**config.mk**
```make
export PLATFORM = sky130hd
export DESIGN_NAME = spi_reg_slave_flat
export DESIGN_NICKNAME = d
export VERILOG_FILES = /design/src/rtl/spi_reg_slave_pkg.sv /design/src/rtl/spi_reg_slave_if.sv /design/src/rtl/spi_reg_fifo.sv /design/src/rtl/spi_reg_slave.sv /design/src/flat_wrapper.sv
export SDC_FILE = /design/constraint.sdc
export NUM_CORES = 1
export LEC_CHECK = 0
export CORE_ASPECT_RATIO = 1.25
export CORE_MARGIN = 4
export CORE_UTILIZATION = 35
export CTS_BUF_LIST = sky130_fd_sc_hd__clkbuf_2
export DETAILED_ROUTE_END_ITERATION = 10
export DONT_BUFFER_PORTS = 1
export GPL_TIMING_DRIVEN = 0
export MAX_ROUTING_LAYER = met4
export PLACE_DENSITY_LB_ADDON = 0.2
export SETUP_SLACK_MARGIN = 0.2
export SYNTH_ARGS = -nofsm -noshare
export SYNTH_HDL_FRONTEND = slang
export SYNTH_HIERARCHICAL = 1
export SYNTH_SLANG_ARGS = --single-unit
```
**constraint.sdc**
```tcl
create_clock -name S_SYSCLK -period 10.2 [get_ports S_SYSCLK]
set_input_delay 1.02 -clock S_SYSCLK [delete_from_list [all_inputs] [get_ports S_SYSCLK]]
set_output_delay 1.02 -clock S_SYSCLK [all_outputs]
set_load 0.02 [all_outputs]
```
**src/rtl/spi_reg_slave_pkg.sv**
```systemverilog
// Shared definitions for the SPI register responder: address map, SPIE bit
// positions, SPMODE default, address decode and byte-strobe merge helpers.
package spi_reg_slave_pkg;

    localparam logic [7:0]  ADDR_SPMODE = 8'h00;
    localparam logic [7:0]  ADDR_SPIE   = 8'h04;
    localparam logic [7:0]  ADDR_SPIM   = 8'h08;
    localparam logic [7:0]  ADDR_SPCOM  = 8'h0C;
    localparam logic [7:0]  ADDR_SPITF  = 8'h10;
    localparam logic [7:0]  ADDR_SPIRF  = 8'h14;

    localparam logic [31:0] SPMODE_DEF  = 32'h0000_100F;

    localparam int SPIE_DON = 0;
    localparam int SPIE_RNE = 1;
    localparam int SPIE_TNF = 2;
    localparam int SPIE_OV  = 3;
    localparam int SPIE_UN  = 4;
    localparam int SPIE_ERR = 5;

    typedef enum logic [2:0] {
        SEL_SPMODE = 3'd0,
        SEL_SPIE   = 3'd1,
        SEL_SPIM   = 3'd2,
        SEL_SPCOM  = 3'd3,
        SEL_SPITF  = 3'd4,
        SEL_SPIRF  = 3'd5,
        SEL_NONE   = 3'd6
    } reg_sel_e;

    // Exact byte-address match; anything else (including misaligned) is unmapped.
    function automatic reg_sel_e decode_addr(input logic [7:0] addr);
        reg_sel_e sel;
        case (addr)
            ADDR_SPMODE: sel = SEL_SPMODE;
            ADDR_SPIE:   sel = SEL_SPIE;
            ADDR_SPIM:   sel = SEL_SPIM;
            ADDR_SPCOM:  sel = SEL_SPCOM;
            ADDR_SPITF:  sel = SEL_SPITF;
            ADDR_SPIRF:  sel = SEL_SPIRF;
            default:     sel = SEL_NONE;
        endcase
        return sel;
    endfunction

    // Replace only the bytes whose strobe is set.
    function automatic logic [31:0] apply_wstrb(input logic [31:0] old_val,
                                                input logic [31:0] new_val,
                                                input logic [3:0]  strb);
        logic [31:0] res;
        res = old_val;
        for (int i = 0; i < 4; i++) begin
            if (strb[i]) begin
                res[8*i +: 8] = new_val[8*i +: 8];
            end else begin
                res[8*i +: 8] = old_val[8*i +: 8];
            end
        end
        return res;
    endfunction

endpackage

```
**src/rtl/spi_reg_slave_if.sv**
```systemverilog
// Register-bus strobe interface between the bus master and the SPI register block.
interface spi_reg_slave_if;
    logic [7:0]  S_AWADDR;
    logic [31:0] S_WDATA;
    logic [3:0]  S_WSTRB;
    logic        S_REG_WEN;
    logic [7:0]  S_ARADDR;
    logic        S_REG_RDEN;
    logic [31:0] S_RDATA;

    modport master (
        output S_AWADDR, S_WDATA, S_WSTRB, S_REG_WEN, S_ARADDR, S_REG_RDEN,
        input  S_RDATA
    );

    modport slave (
        input  S_AWADDR, S_WDATA, S_WSTRB, S_REG_WEN, S_ARADDR, S_REG_RDEN,
        output S_RDATA
    );
endinterface

```
**src/rtl/spi_reg_fifo.sv**
```systemverilog
// Synchronous first-word-fall-through FIFO used for the SPI TX and RX byte
// queues. A push while full is accepted only when a pop commits in the same
// cycle; a pop while empty is ignored.
module spi_reg_fifo #(
    parameter int DEPTH = 8,
    parameter int AW    = $clog2(DEPTH),
    parameter int DW    = 8
) (
    input  logic          clk,
    input  logic          rst,
    input  logic          push,
    input  logic [DW-1:0] push_data,
    input  logic          pop,
    output logic [DW-1:0] pop_data,
    output logic          full,
    output logic          empty,
    output logic [AW:0]   count
);

    localparam logic [AW:0] DEPTH_C = (AW+1)'(DEPTH);

    logic [DW-1:0] mem_q [DEPTH];
    logic [AW-1:0] wr_ptr_q, wr_ptr_d;
    logic [AW-1:0] rd_ptr_q, rd_ptr_d;
    logic [AW:0]   cnt_q, cnt_d;
    logic          do_push_s, do_pop_s;

    // Decide which operations commit and advance pointers/count accordingly.
    always_comb begin
        do_pop_s  = pop && (cnt_q != {(AW+1){1'b0}});
        do_push_s = push && ((cnt_q != DEPTH_C) || do_pop_s);
        if (do_push_s) begin
            wr_ptr_d = wr_ptr_q + AW'(1);
        end else begin
            wr_ptr_d = wr_ptr_q;
        end
        if (do_pop_s) begin
            rd_ptr_d = rd_ptr_q + AW'(1);
        end else begin
            rd_ptr_d = rd_ptr_q;
        end
        case ({do_push_s, do_pop_s})
            2'b10:   cnt_d = cnt_q + (AW+1)'(1);
            2'b01:   cnt_d = cnt_q - (AW+1)'(1);
            default: cnt_d = cnt_q;
        endcase
    end

    // Pointer and occupancy registers with synchronous reset.
    always_ff @(posedge clk) begin
        if (rst) begin
            wr_ptr_q <= {AW{1'b0}};
            rd_ptr_q <= {AW{1'b0}};
            cnt_q    <= {(AW+1){1'b0}};
        end else begin
            wr_ptr_q <= wr_ptr_d;
            rd_ptr_q <= rd_ptr_d;
            cnt_q    <= cnt_d;
        end
    end

    // Storage array; contents need no reset because occupancy guards reads.
    always_ff @(posedge clk) begin
        if (do_push_s) begin
            mem_q[wr_ptr_q] <= push_data;
        end
    end

    assign pop_data = mem_q[rd_ptr_q];
    assign full     = (cnt_q == DEPTH_C);
    assign empty    = (cnt_q == {(AW+1){1'b0}});
    assign count    = cnt_q;

endmodule

```
**src/rtl/spi_reg_slave.sv**
```systemverilog
// SPI controller register responder: SPMODE/SPIE/SPIM/SPCOM registers, TX/RX
// byte FIFOs toward the shift engine, and a registered level interrupt.
// Optional build macro SPI_REG_ADDR_ERR_EN enables the sticky SPIE[5] ERR bit
// for unmapped accesses and SPIRF writes; without it ERR and SPIM[5] read 0.
module spi_reg_slave
    import spi_reg_slave_pkg::*;
#(
    parameter int          FIFO_DEPTH = 8,
    parameter int          FIFO_AW    = $clog2(FIFO_DEPTH),
    parameter logic [31:0] SPMODE_RST = SPMODE_DEF
) (
    input  logic           S_SYSCLK,
    input  logic           S_RESET,
    spi_reg_slave_if.slave bus,
    output logic [31:0]    spmode,
    output logic [31:0]    spcom,
    output logic           spcom_wr,
    input  logic           tx_rd,
    output logic [7:0]     tx_data,
    output logic           tx_empty,
    input  logic           rx_wr,
    input  logic [7:0]     rx_data,
    input  logic           core_done,
    output logic           irq
);

    logic [31:0] spmode_q, spmode_d, spcom_q, spcom_d, rdata_q, rdata_d;
    logic [5:0]  spim_q, spim_d;
    logic        don_q, don_d, ov_q, ov_d, un_q, un_d, err_q, err_d;
    logic        spcom_wr_q, spcom_wr_d, irq_q, irq_d;

    reg_sel_e    wr_sel_s, rd_sel_s;
    logic        tx_push_s, rx_pop_s, err_set_s;
    logic [5:0]  spie_clr_s;
    logic [31:0] spie_s;
    logic        tx_full_s, tx_empty_s, rx_full_s, rx_empty_s;
    logic [7:0]  rx_head_s;
    logic [FIFO_AW:0] tx_cnt_s, rx_cnt_s;
    logic [15:0] tx_cnt_w_s, rx_cnt_w_s;

    spi_reg_fifo #(.DEPTH(FIFO_DEPTH), .AW(FIFO_AW), .DW(8)) u_tx_fifo (
        .clk(S_SYSCLK), .rst(S_RESET), .push(tx_push_s), .push_data(bus.S_WDATA[7:0]),
        .pop(tx_rd), .pop_data(tx_data), .full(tx_full_s), .empty(tx_empty_s),
        .count(tx_cnt_s)
    );

    spi_reg_fifo #(.DEPTH(FIFO_DEPTH), .AW(FIFO_AW), .DW(8)) u_rx_fifo (
        .clk(S_SYSCLK), .rst(S_RESET), .push(rx_wr), .push_data(rx_data),
        .pop(rx_pop_s), .pop_data(rx_head_s), .full(rx_full_s), .empty(rx_empty_s),
        .count(rx_cnt_s)
    );

    // Address decode, FIFO strobes, W1C mask and SPIE status image.
    always_comb begin
        wr_sel_s   = decode_addr(bus.S_AWADDR);
        rd_sel_s   = decode_addr(bus.S_ARADDR);
        tx_push_s  = bus.S_REG_WEN && (wr_sel_s == SEL_SPITF) && bus.S_WSTRB[0];
        rx_pop_s   = bus.S_REG_RDEN && (rd_sel_s == SEL_SPIRF);
        if (bus.S_REG_WEN && (wr_sel_s == SEL_SPIE) && bus.S_WSTRB[0]) begin
            spie_clr_s = bus.S_WDATA[5:0];
        end else begin
            spie_clr_s = 6'd0;
        end
`ifdef SPI_REG_ADDR_ERR_EN
        err_set_s = (bus.S_REG_WEN && ((wr_sel_s == SEL_NONE) || (wr_sel_s == SEL_SPIRF)))
                 || (bus.S_REG_RDEN && (rd_sel_s == SEL_NONE));
`else
        err_set_s = 1'b0;
`endif
        // Counts are zero-extended; only a 256-deep FIFO can exceed a byte.
        tx_cnt_w_s = 16'(tx_cnt_s);
        rx_cnt_w_s = 16'(rx_cnt_s);
        spie_s = 32'd0;
        spie_s[SPIE_DON] = don_q;
        spie_s[SPIE_RNE] = !rx_empty_s;
        spie_s[SPIE_TNF] = !tx_full_s;
        spie_s[SPIE_OV]  = ov_q;
        spie_s[SPIE_UN]  = un_q;
        spie_s[SPIE_ERR] = err_q;
        spie_s[15:8]  = (rx_cnt_w_s > 16'd255) ? 8'hFF : rx_cnt_w_s[7:0];
        spie_s[23:16] = (tx_cnt_w_s > 16'd255) ? 8'hFF : tx_cnt_w_s[7:0];
    end

    // Next-state for control registers, sticky flags, pulse and interrupt.
    always_comb begin
        spmode_d   = spmode_q;
        spcom_d    = spcom_q;
        spim_d     = spim_q;
        if (bus.S_REG_WEN && (wr_sel_s == SEL_SPMODE)) begin
            spmode_d = apply_wstrb(spmode_q, bus.S_WDATA, bus.S_WSTRB);
        end else begin
            spmode_d = spmode_q;
        end
        if (bus.S_REG_WEN && (wr_sel_s == SEL_SPCOM)) begin
            spcom_d = apply_wstrb(spcom_q, bus.S_WDATA, bus.S_WSTRB);
        end else begin
            spcom_d = spcom_q;
        end
        if (bus.S_REG_WEN && (wr_sel_s == SEL_SPIM) && bus.S_WSTRB[0]) begin
            spim_d = bus.S_WDATA[5:0];
        end else begin
            spim_d = spim_q;
        end
`ifndef SPI_REG_ADDR_ERR_EN
        spim_d[SPIE_ERR] = 1'b0;
`endif
        // Set has priority over a same-cycle W1C.
        don_d = (don_q && !spie_clr_s[SPIE_DON]) || core_done;
        ov_d  = (ov_q  && !spie_clr_s[SPIE_OV])  || (rx_wr && rx_full_s && !rx_pop_s);
        un_d  = (un_q  && !spie_clr_s[SPIE_UN])  || (tx_rd && tx_empty_s);
        err_d = (err_q && !spie_clr_s[SPIE_ERR]) || err_set_s;
        spcom_wr_d = bus.S_REG_WEN && (wr_sel_s == SEL_SPCOM);
        irq_d      = |(spie_s[5:0] & spim_q);
    end

    // Read data mux; values are pre-write, and S_RDATA holds between reads.
    always_comb begin
        rdata_d = rdata_q;
        if (bus.S_REG_RDEN) begin
            case (rd_sel_s)
                SEL_SPMODE: rdata_d = spmode_q;
                SEL_SPIE:   rdata_d = spie_s;
                SEL_SPIM:   rdata_d = {26'd0, spim_q};
                SEL_SPCOM:  rdata_d = spcom_q;
                SEL_SPIRF:  rdata_d = rx_empty_s ? 32'd0 : {24'd0, rx_head_s};
                default:    rdata_d = 32'd0;
            endcase
        end else begin
            rdata_d = rdata_q;
        end
    end

    // State registers; synchronous reset overrides any bus or core activity.
    always_ff @(posedge S_SYSCLK) begin
        if (S_RESET) begin
            spmode_q   <= SPMODE_RST;
            spcom_q    <= 32'd0;
            spim_q     <= 6'd0;
            rdata_q    <= 32'd0;
            don_q      <= 1'b0;
            ov_q       <= 1'b0;
            un_q       <= 1'b0;
            err_q      <= 1'b0;
            spcom_wr_q <= 1'b0;
            irq_q      <= 1'b0;
        end else begin
            spmode_q   <= spmode_d;
            spcom_q    <= spcom_d;
            spim_q     <= spim_d;
            rdata_q    <= rdata_d;
            don_q      <= don_d;
            ov_q       <= ov_d;
            un_q       <= un_d;
            err_q      <= err_d;
            spcom_wr_q <= spcom_wr_d;
            irq_q      <= irq_d;
        end
    end

    assign bus.S_RDATA = rdata_q;
    assign spmode      = spmode_q;
    assign spcom       = spcom_q;
    assign spcom_wr    = spcom_wr_q;
    assign irq         = irq_q;
    assign tx_empty    = tx_empty_s;

endmodule

```
**src/flat_wrapper.sv**
```systemverilog
// flat-port wrapper written by rule: the top's interface ports become plain ports
module spi_reg_slave_flat import spi_reg_slave_pkg::*;
#(
    parameter int          FIFO_DEPTH = 8,
    parameter int          FIFO_AW    = $clog2(FIFO_DEPTH),
    parameter logic [31:0] SPMODE_RST = SPMODE_DEF
)
  (S_SYSCLK, S_RESET, spmode, spcom, spcom_wr, tx_rd, tx_data, tx_empty, rx_wr, rx_data, core_done, irq, bus_S_AWADDR, bus_S_WDATA, bus_S_WSTRB, bus_S_REG_WEN, bus_S_ARADDR, bus_S_REG_RDEN, bus_S_RDATA);
  spi_reg_slave_if bus_i ();
  input  logic S_SYSCLK;
  input  logic S_RESET;
  output logic [31:0] spmode;
  output logic [31:0] spcom;
  output logic spcom_wr;
  input  logic tx_rd;
  output logic [7:0] tx_data;
  output logic tx_empty;
  input  logic rx_wr;
  input  logic [7:0] rx_data;
  input  logic core_done;
  output logic irq;
  input wire logic [$bits(bus_i.S_AWADDR)-1:0] bus_S_AWADDR;
  input wire logic [$bits(bus_i.S_WDATA)-1:0] bus_S_WDATA;
  input wire logic [$bits(bus_i.S_WSTRB)-1:0] bus_S_WSTRB;
  input wire logic [$bits(bus_i.S_REG_WEN)-1:0] bus_S_REG_WEN;
  input wire logic [$bits(bus_i.S_ARADDR)-1:0] bus_S_ARADDR;
  input wire logic [$bits(bus_i.S_REG_RDEN)-1:0] bus_S_REG_RDEN;
  output wire logic [$bits(bus_i.S_RDATA)-1:0] bus_S_RDATA;
  assign bus_i.S_AWADDR = bus_S_AWADDR;
  assign bus_i.S_WDATA = bus_S_WDATA;
  assign bus_i.S_WSTRB = bus_S_WSTRB;
  assign bus_i.S_REG_WEN = bus_S_REG_WEN;
  assign bus_i.S_ARADDR = bus_S_ARADDR;
  assign bus_i.S_REG_RDEN = bus_S_REG_RDEN;
  assign bus_S_RDATA = bus_i.S_RDATA;
  spi_reg_slave #(.FIFO_DEPTH(FIFO_DEPTH), .FIFO_AW(FIFO_AW), .SPMODE_RST(SPMODE_RST)) u_core (.S_SYSCLK(S_SYSCLK), .S_RESET(S_RESET), .bus(bus_i), .spmode(spmode), .spcom(spcom), .spcom_wr(spcom_wr), .tx_rd(tx_rd), .tx_data(tx_data), .tx_empty(tx_empty), .rx_wr(rx_wr), .rx_data(rx_data), .core_done(core_done), .irq(irq));
endmodule
```
==> impl_results.html, run 1 <==
<table>
<tr><th>Metric</th><th>Value</th></tr>
<tr><th colspan="2">Status</th></tr>
<tr><td>Run status</td><td>finished clean</td></tr>
<tr><th colspan="2">Logic synthesis</th></tr>
<tr><td>Yosys warns</td><td>6</td></tr>
<tr><td>Post-synthesis sequential element count</td><td>about 260</td></tr>
<tr><td>Net count after synthesis</td><td>between 800 and 900</td></tr>
<tr><td>Part of the Yosys area used for sequential elements</td><td>between 50% and 60%</td></tr>
<tr><td>Netlist area before placement</td><td>11000 µm²</td></tr>
<tr><td>Cell variety after synth</td><td>60</td></tr>
<tr><td>FFs w/ async S/R, synth</td><td>0%</td></tr>
<tr><td>Top FF cell, synth</td><td>dfxtp_1</td></tr>
<tr><td>Synthesized netlist cell count</td><td>slightly above 800</td></tr>
<tr><td>Number of enable-type register cells in the synthesized netlist</td><td>about 130</td></tr>
<tr><td>Mapped Avg Cell Area</td><td>approximately 13 µm²</td></tr>
<tr><th colspan="2">Timing</th></tr>
<tr><td>Fin worst setup slack</td><td>between 6 and 7 ns</td></tr>
<tr><td>Clock skew</td><td>slightly above 0.09 ns</td></tr>
<tr><td>Final worst-path cycle share</td><td>34.6%</td></tr>
<tr><td>Final number of setup-violating endpoints</td><td>0</td></tr>
<tr><td>Final count of pins violating max slew</td><td>0</td></tr>
<tr><td>Slew headroom</td><td>9.77%</td></tr>
<tr><td>Post-route minimum period</td><td>3.53 ns</td></tr>
<tr><td>Highest clock frequency the design can meet</td><td>0.283 GHz</td></tr>
<tr><td>Transition time at the pin with the least slew margin</td><td>roughly 1.3 ns</td></tr>
<tr><td>Setup repair after global routing missed its margin</td><td>false</td></tr>
<tr><td>Setup TNS Final</td><td>0 ns</td></tr>
<tr><td>Final Hold Viols</td><td>0</td></tr>
<tr><th colspan="2">Worst hold path</th></tr>
<tr><td>Type of the tightest min-delay check</td><td>primary input to flop</td></tr>
<tr><th colspan="2">Critical path</th></tr>
<tr><td>Sort of element at the start of the critical path</td><td>primary input</td></tr>
<tr><td>WS Path Type</td><td>primary input to flop</td></tr>
<tr><td>R2R depth</td><td>10</td></tr>
<tr><td>CP max FO</td><td>9</td></tr>
<tr><td>Arrival time reported for the critical path endpoint</td><td>4.23 ns</td></tr>
<tr><td>Register-to-register setup slack</td><td>around 7.6 ns</td></tr>
<tr><td>CP cell instances</td><td>or4_1 &gt; buf_2 &gt; nor4b_2 &gt; o21ai_2 &gt; or2_2 &gt; inv_1 &gt; ha_1 &gt; a21oi_1 &gt; nor4bb_1 &gt; o21bai_1 &gt; a31oi_1</td></tr>
<tr><td>Cell type of the slowest stage on the worst timing path</td><td>nor4b_2</td></tr>
<tr><td>Data required time at the worst endpoint</td><td>10.90 ns</td></tr>
<tr><td>Termination of the worst setup path</td><td>u_core/u_rx_fifo/count[3]</td></tr>
<tr><td>Largest incremental delay on the critical path</td><td>between 0.7 and 0.8 ns</td></tr>
<tr><td>Endpoint kind of the worst setup timing path</td><td>flop</td></tr>
<tr><td>Reg-to-Reg End</td><td>u_core/u_rx_fifo/count[3]</td></tr>
<tr><td>Startpoint of the lowest-slack register-to-register path</td><td>u_core/u_rx_fifo/count[1]</td></tr>
<tr><td>Source of the critical timing path</td><td>bus_S_ARADDR[5]</td></tr>
<tr><th colspan="2">GRT</th></tr>
<tr><td>M3 GR Usage</td><td>around 7.0%</td></tr>
<tr><td>Overall routing resource usage</td><td>~18%</td></tr>
<tr><td>Layer carrying the most global-route usage</td><td>met2</td></tr>
<tr><td>Met1 Track Usage GR</td><td>19.0%</td></tr>
<tr><td>Number of global-route vias before repair</td><td>7309</td></tr>
<tr><td>Pin count of the biggest net entering global routing</td><td>13</td></tr>
<tr><td>Congestion Overflow GR</td><td>0</td></tr>
<tr><td>Met2 Use GR</td><td>between 30 and 40%</td></tr>
<tr><td>Wire length of the first global-routing pass</td><td>approximately 45 mm</td></tr>
<tr><td>Antenna violations before repair</td><td>1</td></tr>
<tr><th colspan="2">Final layout</th></tr>
<tr><td>Synthesis-to-finish area growth</td><td>10.8%</td></tr>
<tr><td>Net count, final</td><td>971</td></tr>
<tr><td>Share of final-layout standard cells stronger than drive strength 1</td><td>19.5%</td></tr>
<tr><td>Most common library cell in the layout ignoring fill and taps</td><td>dfxtp_1</td></tr>
<tr><td>Commonest cells after routing, fill and taps aside</td><td>dfxtp_1, edfxtp_1, clkbuf_2, nor2_1, mux2i_1</td></tr>
<tr><th colspan="2">Placed design</th></tr>
<tr><td>Number of I/O port buffers</td><td>0</td></tr>
<tr><td>Placer congestion estimate</td><td>around 0.80</td></tr>
<tr><td>DPL Wire Length</td><td>22.3 mm</td></tr>
<tr><td>Pre-CTS worst setup slack</td><td>a little under 6 ns</td></tr>
<tr><th colspan="2">CTS</th></tr>
<tr><td>H-Tree Depth</td><td>3</td></tr>
<tr><td>Clk Tree Root Cell</td><td>clkbuf_2</td></tr>
<tr><td>Number of hold-repair buffers added at the cts stage</td><td>0</td></tr>
<tr><td>Buffer levels on the longest clock path</td><td>3</td></tr>
<tr><td>CTS buffer count</td><td>70</td></tr>
<tr><td>Sinks on Clock Net</td><td>261</td></tr>
<tr><td>Clock transition time at the flip-flop clock pins of the worst setup and hold paths</td><td>roughly 0.1 ns</td></tr>
<tr><td>CTS tree</td><td>done</td></tr>
<tr><td>Skew-Pair Late Insertion Delay</td><td>between 0.8 and 0.9 ns</td></tr>
<tr><td>Number of gates given a new drive strength after cts</td><td>0</td></tr>
<tr><td>Post-CTS Setup Inserts</td><td>0</td></tr>
<tr><th colspan="2">Routing</th></tr>
<tr><td>Residual DRC count</td><td>0</td></tr>
<tr><td>Number of vias per cell</td><td>between 5 and 6</td></tr>
<tr><td>Count of nets left with antenna violations after detail routing</td><td>0</td></tr>
<tr><td>Total detailed-routing wirelength</td><td>just over 30 mm</td></tr>
<tr><td>Post-DR wirelength/cell</td><td>22.5 µm</td></tr>
<tr><td>Starting DRC count in detailed routing</td><td>between 300 and 400</td></tr>
<tr><td>DR pass1 iterations</td><td>5</td></tr>
<tr><td>Via count of the routed design</td><td>a little over 7000</td></tr>
<tr><th colspan="2">Power</th></tr>
<tr><td>Power Dens Cells</td><td>175 nW/µm²</td></tr>
<tr><td>Lkg Pwr</td><td>4.63 nW</td></tr>
<tr><td>Largest vdd supply drop</td><td>about 0.00011 V</td></tr>
<tr><th colspan="2">Floorplan</th></tr>
<tr><td>Chip width</td><td>between 150 and 200 µm</td></tr>
<tr><td>Initial Utilization</td><td>~35%</td></tr>
<tr><td>Vert. Die Dim</td><td>a little over 200 µm</td></tr>
<tr><td>Die footprint</td><td>34200 µm²</td></tr>
<tr><td>Num rows</td><td>72</td></tr>
<tr><td>Core Area</td><td>a little over 30000 µm²</td></tr>
<tr><td>I/O pin count</td><td>174</td></tr>
<tr><th colspan="2">Job</th></tr>
<tr><td>Max cap viols</td><td>0</td></tr>
</table>
==> power by group <==
group,switching [W],total [W],internal (W)
clock,0.000421,0.000694,0.000273
sequential,0.0000229,0.00114,0.00112
combinational,0.000165,0.000295,0.000130
==> cell usage after synthesis (all sizes together) (4+ instances only) <==
| master | count | area (µm²) |
|---|---|---|
| mux2i | 79 | 791 |
| o21ai | 4 | 50.1 |
| dfxtp | 133 | 2660 |
| or3 | 4 | 25.0 |
| buf | 20 | 156 |
| nand4 | 9 | 56.3 |
| nor2 | 103 | 387 |
| nand2b | 36 | 225 |
| inv | 10 | 37.5 |
| mux4 | 36 | 886 |
| a22o | 17 | 149 |
| o31ai | 4 | 30.0 |
| a21oi | 37 | 185 |
| edfxtp | 128 | 3840 |
| ha | 8 | 100 |
| o211ai | 7 | 52.6 |
| nor4 | 5 | 37.5 |
| a211oi | 4 | 55.1 |
| nor3 | 16 | 96.4 |
| mux2 | 17 | 191 |
| a221o | 5 | 50.1 |
| nand3 | 29 | 145 |
| xnor2 | 6 | 52.6 |
| xor2 | 8 | 70.1 |
| o2bb2ai | 9 | 78.8 |
| nand2 | 9 | 33.8 |
| nor3b | 5 | 37.5 |
| clkbuf | 32 | 123 |
==> flip-flops by register name, indices dropped and copies added, names as in the netlist, named ones only <==
signal / count
u_core/spcom: 32
u_core/u_rx_fifo/mem_q: 64
u_core/u_tx_fifo/mem_q: 64
u_core/spmode: 32
u_core/u_rx_fifo/rd_ptr_q: 3
u_core/un_q: 1
u_core/u_rx_fifo/count: 4
u_core/spim_q: 5
u_core/u_tx_fifo/rd_ptr_q: 3
u_core/u_rx_fifo/wr_ptr_q: 3
u_core/bus.S_RDATA: 32
u_core/ov_q: 1
u_core/irq: 1
u_core/err_q: 1
u_core/u_tx_fifo/count: 4
u_core/u_tx_fifo/wr_ptr_q: 3
u_core/spcom_wr: 1
u_core/don_q: 1
==> critical path: cells and delay by family <==
family	cells	cell delay, ns
buffers and inverters	2	0.28
and+or+nand+nor	4	1.94
AOI/OAI and AO/OA	4	0.72
adders and majority gates	1	0.27
==> how the worst min path moves through the flow <==
| stage | slack, ns | depth (start not counted) | endpoint | start |
|---|---|---|---|---|
| 4_1_cts | 0.20 | 0 | u_core/u_rx_fifo/mem_q[2][3] | rx_data[3] |
| 5_1_grt | 0.19 | 0 | u_core/u_tx_fifo/mem_q[5][4] | bus_S_WDATA[4] |
| 3_3_place_gp | 0.44 | 2 | u_core/err_q | u_core/err_q |
| 6_report | 0.30 | 1 | u_core/u_rx_fifo/count[1] | S_RESET |
| 2_1_floorplan | 0.43 | 2 | u_core/err_q | u_core/err_q |
| 3_5_place_dp | 0.44 | 2 | u_core/err_q | u_core/err_q |
==> through the flow <==
stage / power (W) / instances / cell area [µm²] / hold WS [ns] / utilization (%)
floorplan: 0.00140 / 819 / 11000 / 0.427 / -
global placement: 0.00146 / 1226 / 11500 / 0.437 / 37.1
detailed placement: 0.00147 / 1229 / 11500 / 0.443 / 37.3
CTS: 0.00217 / 1353 / 12100 / 0.199 / 39.3
global route: 0.00225 / 1354 / 12100 / 0.189 / 39.3
finish: 0.00213 / 1354 / 12100 / 0.298 / 39.3
==> cell families (layout without fill, tap and decap cells) <==
family                   count (synthesis)  in the layout  synth area share [%]
AND/OR/NAND/NOR                        235            235                  11.0
XOR/XNOR                                14             14                  1.12
buffers and inverters                   62            189                  2.89
other                                    0              1                     0
multiplexers                           132            132                  17.0
adder cells (fa/ha/maj)                 10             10                  1.28
AO/OA/AOI/OAI                          105            105                  7.31
flip-flops                             261            261                  59.4
==> area by class of cell <==
cell class	instances	area, µm²
diodes	1	2.50
plain buffers	52	279
clock buffers	104	520
clock inverters	20	88.8
fillers	3069	18800
inverters	10	37.5
multi-input cells	496	4180
flip-flops and latches	261	6510
well taps	407	509
repair buffers	3	22.5
==> per-layer routing <==
| layer | share of wire, % | wire length (µm) | vias up |
|---|---|---|---|
| li1 | - | - | 3290 |
| met1 | 38 | 11600 | 3511 |
| met2 | 52 | 15900 | 201 |
| met3 | 8.2 | 2500 | 40 |
| met4 | 1.5 | 454 | 0 |
| met5 | 0 | 0 | - |
No activity file was read; power rests on OpenSTA's default activity.
==> inputs of run 2 (changes only) <==
- clock period: 10.2 -> 2.95 ns (I/O delays scaled with it)
==> impl_results.html, run 2 (synthesized netlist as in run 1, its figures left out) <==
<table>
<tr><th>Metric</th><th>Value</th></tr>
<tr><th colspan="2">Timing</th></tr>
<tr><td>Fin worst setup slack</td><td>0.192 ns (was 6.67 ns)</td></tr>
<tr><td>Transition time at the pin with the least slew margin</td><td>1.31 ns (was 1.34 ns)</td></tr>
<tr><td>Final worst-path cycle share</td><td>slightly above 90%</td></tr>
<tr><td>Final number of setup-violating endpoints</td><td>0 (unchanged)</td></tr>
<tr><td>Final count of pins violating max slew</td><td>0 (unchanged)</td></tr>
<tr><td>Final Hold Viols</td><td>0 (unchanged)</td></tr>
<tr><td>Minimum hold slack</td><td>0.0838 ns (was 0.298 ns)</td></tr>
<tr><td>Slew headroom</td><td>11.9% (was 9.77%)</td></tr>
<tr><td>Highest clock frequency the design can meet</td><td>roughly 0.36 GHz</td></tr>
<tr><td>Setup repair after global routing missed its margin</td><td>true (was false)</td></tr>
<tr><td>Post-route minimum period</td><td>about 2.8 ns</td></tr>
<tr><td>Setup TNS Final</td><td>0 ns (unchanged)</td></tr>
<tr><td>Clock skew</td><td>0.0859 ns (was 0.0918 ns)</td></tr>
<tr><th colspan="2">Critical path</th></tr>
<tr><td>Data required time at the worst endpoint</td><td>3.33 ns (was 10.90 ns)</td></tr>
<tr><td>WS Path Type</td><td>primary input to flop (unchanged)</td></tr>
<tr><td>CP cell instances</td><td>dlygate4sd3_1 &gt; buf_2 &gt; nand3b_1 &gt; nor4b_4 &gt; buf_4 &gt; nand2b_1 &gt; o211ai_1 &gt; nor2_1 (was or4_1 &gt; buf_2 &gt; nor4b_2 &gt; o21ai_2 &gt; or2_2 &gt; inv_1 &gt; ha_1 &gt; a21oi_1 &gt; nor4bb_1 &gt; o21bai_1 &gt; a31oi_1)</td></tr>
<tr><td>Startpoint of the lowest-slack register-to-register path</td><td>u_core/u_rx_fifo/count[2] (was u_core/u_rx_fifo/count[1])</td></tr>
<tr><td>Largest incremental delay on the critical path</td><td>0.84 ns (was 0.71 ns)</td></tr>
<tr><td>Termination of the worst setup path</td><td>u_core/u_rx_fifo/mem_q[6][2] (was u_core/u_rx_fifo/count[3])</td></tr>
<tr><td>Arrival time reported for the critical path endpoint</td><td>3.14 ns (was 4.23 ns)</td></tr>
<tr><td>CP max FO</td><td>9 (unchanged)</td></tr>
<tr><td>Source of the critical timing path</td><td>bus_S_ARADDR[2] (was bus_S_ARADDR[5])</td></tr>
<tr><td>Cell type of the slowest stage on the worst timing path</td><td>nor2_1 (was nor4b_2)</td></tr>
<tr><td>Sort of element at the start of the critical path</td><td>primary input (unchanged)</td></tr>
<tr><td>Register-to-register setup slack</td><td>0.36 ns (was 7.58 ns)</td></tr>
<tr><td>Reg-to-Reg End</td><td>u_core/ov_q (was u_core/u_rx_fifo/count[3])</td></tr>
<tr><td>R2R depth</td><td>7 (was 10)</td></tr>
<tr><td>Endpoint kind of the worst setup timing path</td><td>flop (unchanged)</td></tr>
<tr><th colspan="2">CTS</th></tr>
<tr><td>CTS buffer count</td><td>68 (was 70)</td></tr>
<tr><td>Clk Tree Root Cell</td><td>clkbuf_2 (unchanged)</td></tr>
<tr><td>Skew-Pair Late Insertion Delay</td><td>0.84 ns (was 0.81 ns)</td></tr>
<tr><td>Clock transition time at the flip-flop clock pins of the worst setup and hold paths</td><td>0.10 ns (about the same)</td></tr>
<tr><td>Buffer levels on the longest clock path</td><td>3 (unchanged)</td></tr>
<tr><td>CTS tree</td><td>done (unchanged)</td></tr>
<tr><td>H-Tree Depth</td><td>3 (unchanged)</td></tr>
<tr><td>Sinks on Clock Net</td><td>261 (unchanged)</td></tr>
<tr><th colspan="2">Power</th></tr>
<tr><td>Largest vdd supply drop</td><td>0.000297 V (was 0.000107 V)</td></tr>
<tr><td>Lkg Pwr</td><td>4.99 nW (was 4.63 nW)</td></tr>
<tr><td>Final Total Pwr</td><td>0.00779 W (was 0.00213 W)</td></tr>
<tr><td>Power Dens Cells</td><td>601 nW/µm² (was 175 nW/µm²)</td></tr>
<tr><th colspan="2">Floorplan</th></tr>
<tr><td>Chip width</td><td>166 µm (unchanged)</td></tr>
<tr><td>Vert. Die Dim</td><td>206 µm (unchanged)</td></tr>
<tr><td>Initial Utilization</td><td>35.5% (unchanged)</td></tr>
<tr><td>Num rows</td><td>72 (unchanged)</td></tr>
<tr><td>Die footprint</td><td>34200 µm² (unchanged)</td></tr>
<tr><td>Core Area</td><td>30900 µm² (unchanged)</td></tr>
<tr><td>I/O pin count</td><td>174 (unchanged)</td></tr>
<tr><th colspan="2">Routing</th></tr>
<tr><td>Count of nets left with antenna violations after detail routing</td><td>0 (unchanged)</td></tr>
<tr><td>Starting DRC count in detailed routing</td><td>380 (was 347)</td></tr>
<tr><td>Residual DRC count</td><td>0 (unchanged)</td></tr>
<tr><td>Number of vias per cell</td><td>5.12 (was 5.20)</td></tr>
<tr><td>Total detailed-routing wirelength</td><td>30.8 mm (was 30.4 mm)</td></tr>
<tr><td>Post-DR wirelength/cell</td><td>21.7 µm (was 22.5 µm)</td></tr>
<tr><td>Via count of the routed design</td><td>7256 (was 7042)</td></tr>
<tr><td>DR pass1 iterations</td><td>5 (unchanged)</td></tr>
<tr><th colspan="2">Worst hold path</th></tr>
<tr><td>Cell count of the worst hold path</td><td>3 (was 1)</td></tr>
<tr><td>Type of the tightest min-delay check</td><td>primary input to flop (unchanged)</td></tr>
<tr><th colspan="2">Placed design</th></tr>
<tr><td>Number of I/O port buffers</td><td>0 (unchanged)</td></tr>
<tr><td>DPL Wire Length</td><td>21.9 mm (was 22.3 mm)</td></tr>
<tr><td>Placed instance area</td><td>11600 µm² (was 11500 µm²)</td></tr>
<tr><td>Pre-CTS worst setup slack</td><td>-0.486 ns (was 5.92 ns)</td></tr>
<tr><td>Placer congestion estimate</td><td>0.784 (was 0.797)</td></tr>
<tr><th colspan="2">Final layout</th></tr>
<tr><td>Synthesis-to-finish area growth</td><td>18.3% (was 10.8%)</td></tr>
<tr><td>Largest registers in the final layout</td><td>u_core/u_rx_fifo/mem_q (64), u_core/u_tx_fifo/mem_q (64) (unchanged)</td></tr>
<tr><td>Net count, final</td><td>1036 (was 971)</td></tr>
<tr><td>Share of final-layout standard cells stronger than drive strength 1</td><td>19.4% (was 19.5%)</td></tr>
<tr><td>Final design area excluding fillers</td><td>13000 µm² (was 12100 µm²)</td></tr>
<tr><td>Most common library cell in the layout ignoring fill and taps</td><td>dfxtp_1 (unchanged)</td></tr>
<tr><td>Commonest cells after routing, fill and taps aside</td><td>dfxtp_1, edfxtp_1, clkbuf_2, nor2_1, mux2i_1 (unchanged)</td></tr>
<tr><th colspan="2">GRT</th></tr>
<tr><td>Pin count of the biggest net entering global routing</td><td>13 (unchanged)</td></tr>
<tr><td>Overall routing resource usage</td><td>18.0% (was 17.7%)</td></tr>
<tr><td>Congestion Overflow GR</td><td>0 (unchanged)</td></tr>
<tr><td>Wire length of the first global-routing pass</td><td>45.5 mm (was 45.1 mm)</td></tr>
<tr><td>Number of global-route vias before repair</td><td>7493 (was 7309)</td></tr>
<tr><td>Antenna violations before repair</td><td>1 (unchanged)</td></tr>
<tr><th colspan="2">Status</th></tr>
<tr><td>Run status</td><td>finished clean (unchanged)</td></tr>
<tr><th colspan="2">Job</th></tr>
<tr><td>Max cap viols</td><td>0 (unchanged)</td></tr>
</table>
[run 2: cell count changes in the layout (fill, tap and decap cells not counted), sizes merged]
cell	previous run	this run
bufinv	0	3
dlygate4sd3	0	65
clkbuf	136	133
clkinv	16	15
[run 2: critical path: cells and delay by family]
family          cells  cell delay [ns]
buf+inv             3             1.03
simple gates        4             1.58
compound gates      1             0.22
[run 2: what timing repair did]
action                                 in CTS  in global routing
gates cloned                                0                  1
endpoints found under the hold margin     260                  0
setup endpoints to repair                   8                 52
resized for setup                           4                 18
pin swaps                                   0                  1
hold buffers                               65                  0
setup buffers                               0                  2
[run 2: metal layers]
| metal | global-route usage (%) | wire (µm) | up-vias |
|---|---|---|---|
| li1 | - | - | 3410 |
| met1 | 19.3 | 11700 | 3549 |
| met2 | 30.1 | 15700 | 231 |
| met3 | 6.84 | 2410 | 66 |
| met4 | 7.83 | 1040 | 0 |
| met5 | - | 0 | - |
[run 2: area by class of cell]
class / count / area [µm²]
Antenna cell: 1 / 2.50
Fill cell: 2980 / 17900
Buffer: 52 / 290
Tap cell: 407 / 509
Clock inverter: 22 / 170
Sequential cell: 261 / 6510
Multi-Input combinational cell: 496 / 4250
Timing Repair Buffer: 70 / 706
Inverter: 10 / 37.5
Clock buffer: 99 / 495
[run 2: worst min path at each step]
stage	endpoint	start	slack, ns
2_1_floorplan	u_core/u_rx_fifo/count[1]	S_RESET	0.37
3_3_place_gp	u_core/u_rx_fifo/count[1]	S_RESET	0.37
3_5_place_dp	u_core/u_tx_fifo/count[1]	S_RESET	0.38
4_1_cts	u_core/bus.S_RDATA[2]	bus_S_ARADDR[4]	0.008
5_1_grt	u_core/bus.S_RDATA[22]	bus_S_REG_RDEN	0.006
6_report	u_core/bus.S_RDATA[22]	bus_S_REG_RDEN	0.08
[run 2: metrics by stage]
stage | utilization [%] | instances
after floorplan | - | 819
after global routing | 42.0 | 1418
after CTS | 41.7 | 1413
final | 42.0 | 1418
after detailed placement | 37.4 | 1227
after global placement | 37.3 | 1226
[run 2: power by group]
| part | switching [W] | leakage [nW] | internal [W] |
|---|---|---|---|
| combinational | 0.000638 | 2.27 | 0.000566 |
| sequential | 0.0000800 | 2.23 | 0.00387 |
| clock | 0.00147 | 0.488 | 0.00116 |
| total | 0.00219 | 4.99 | 0.00560 |
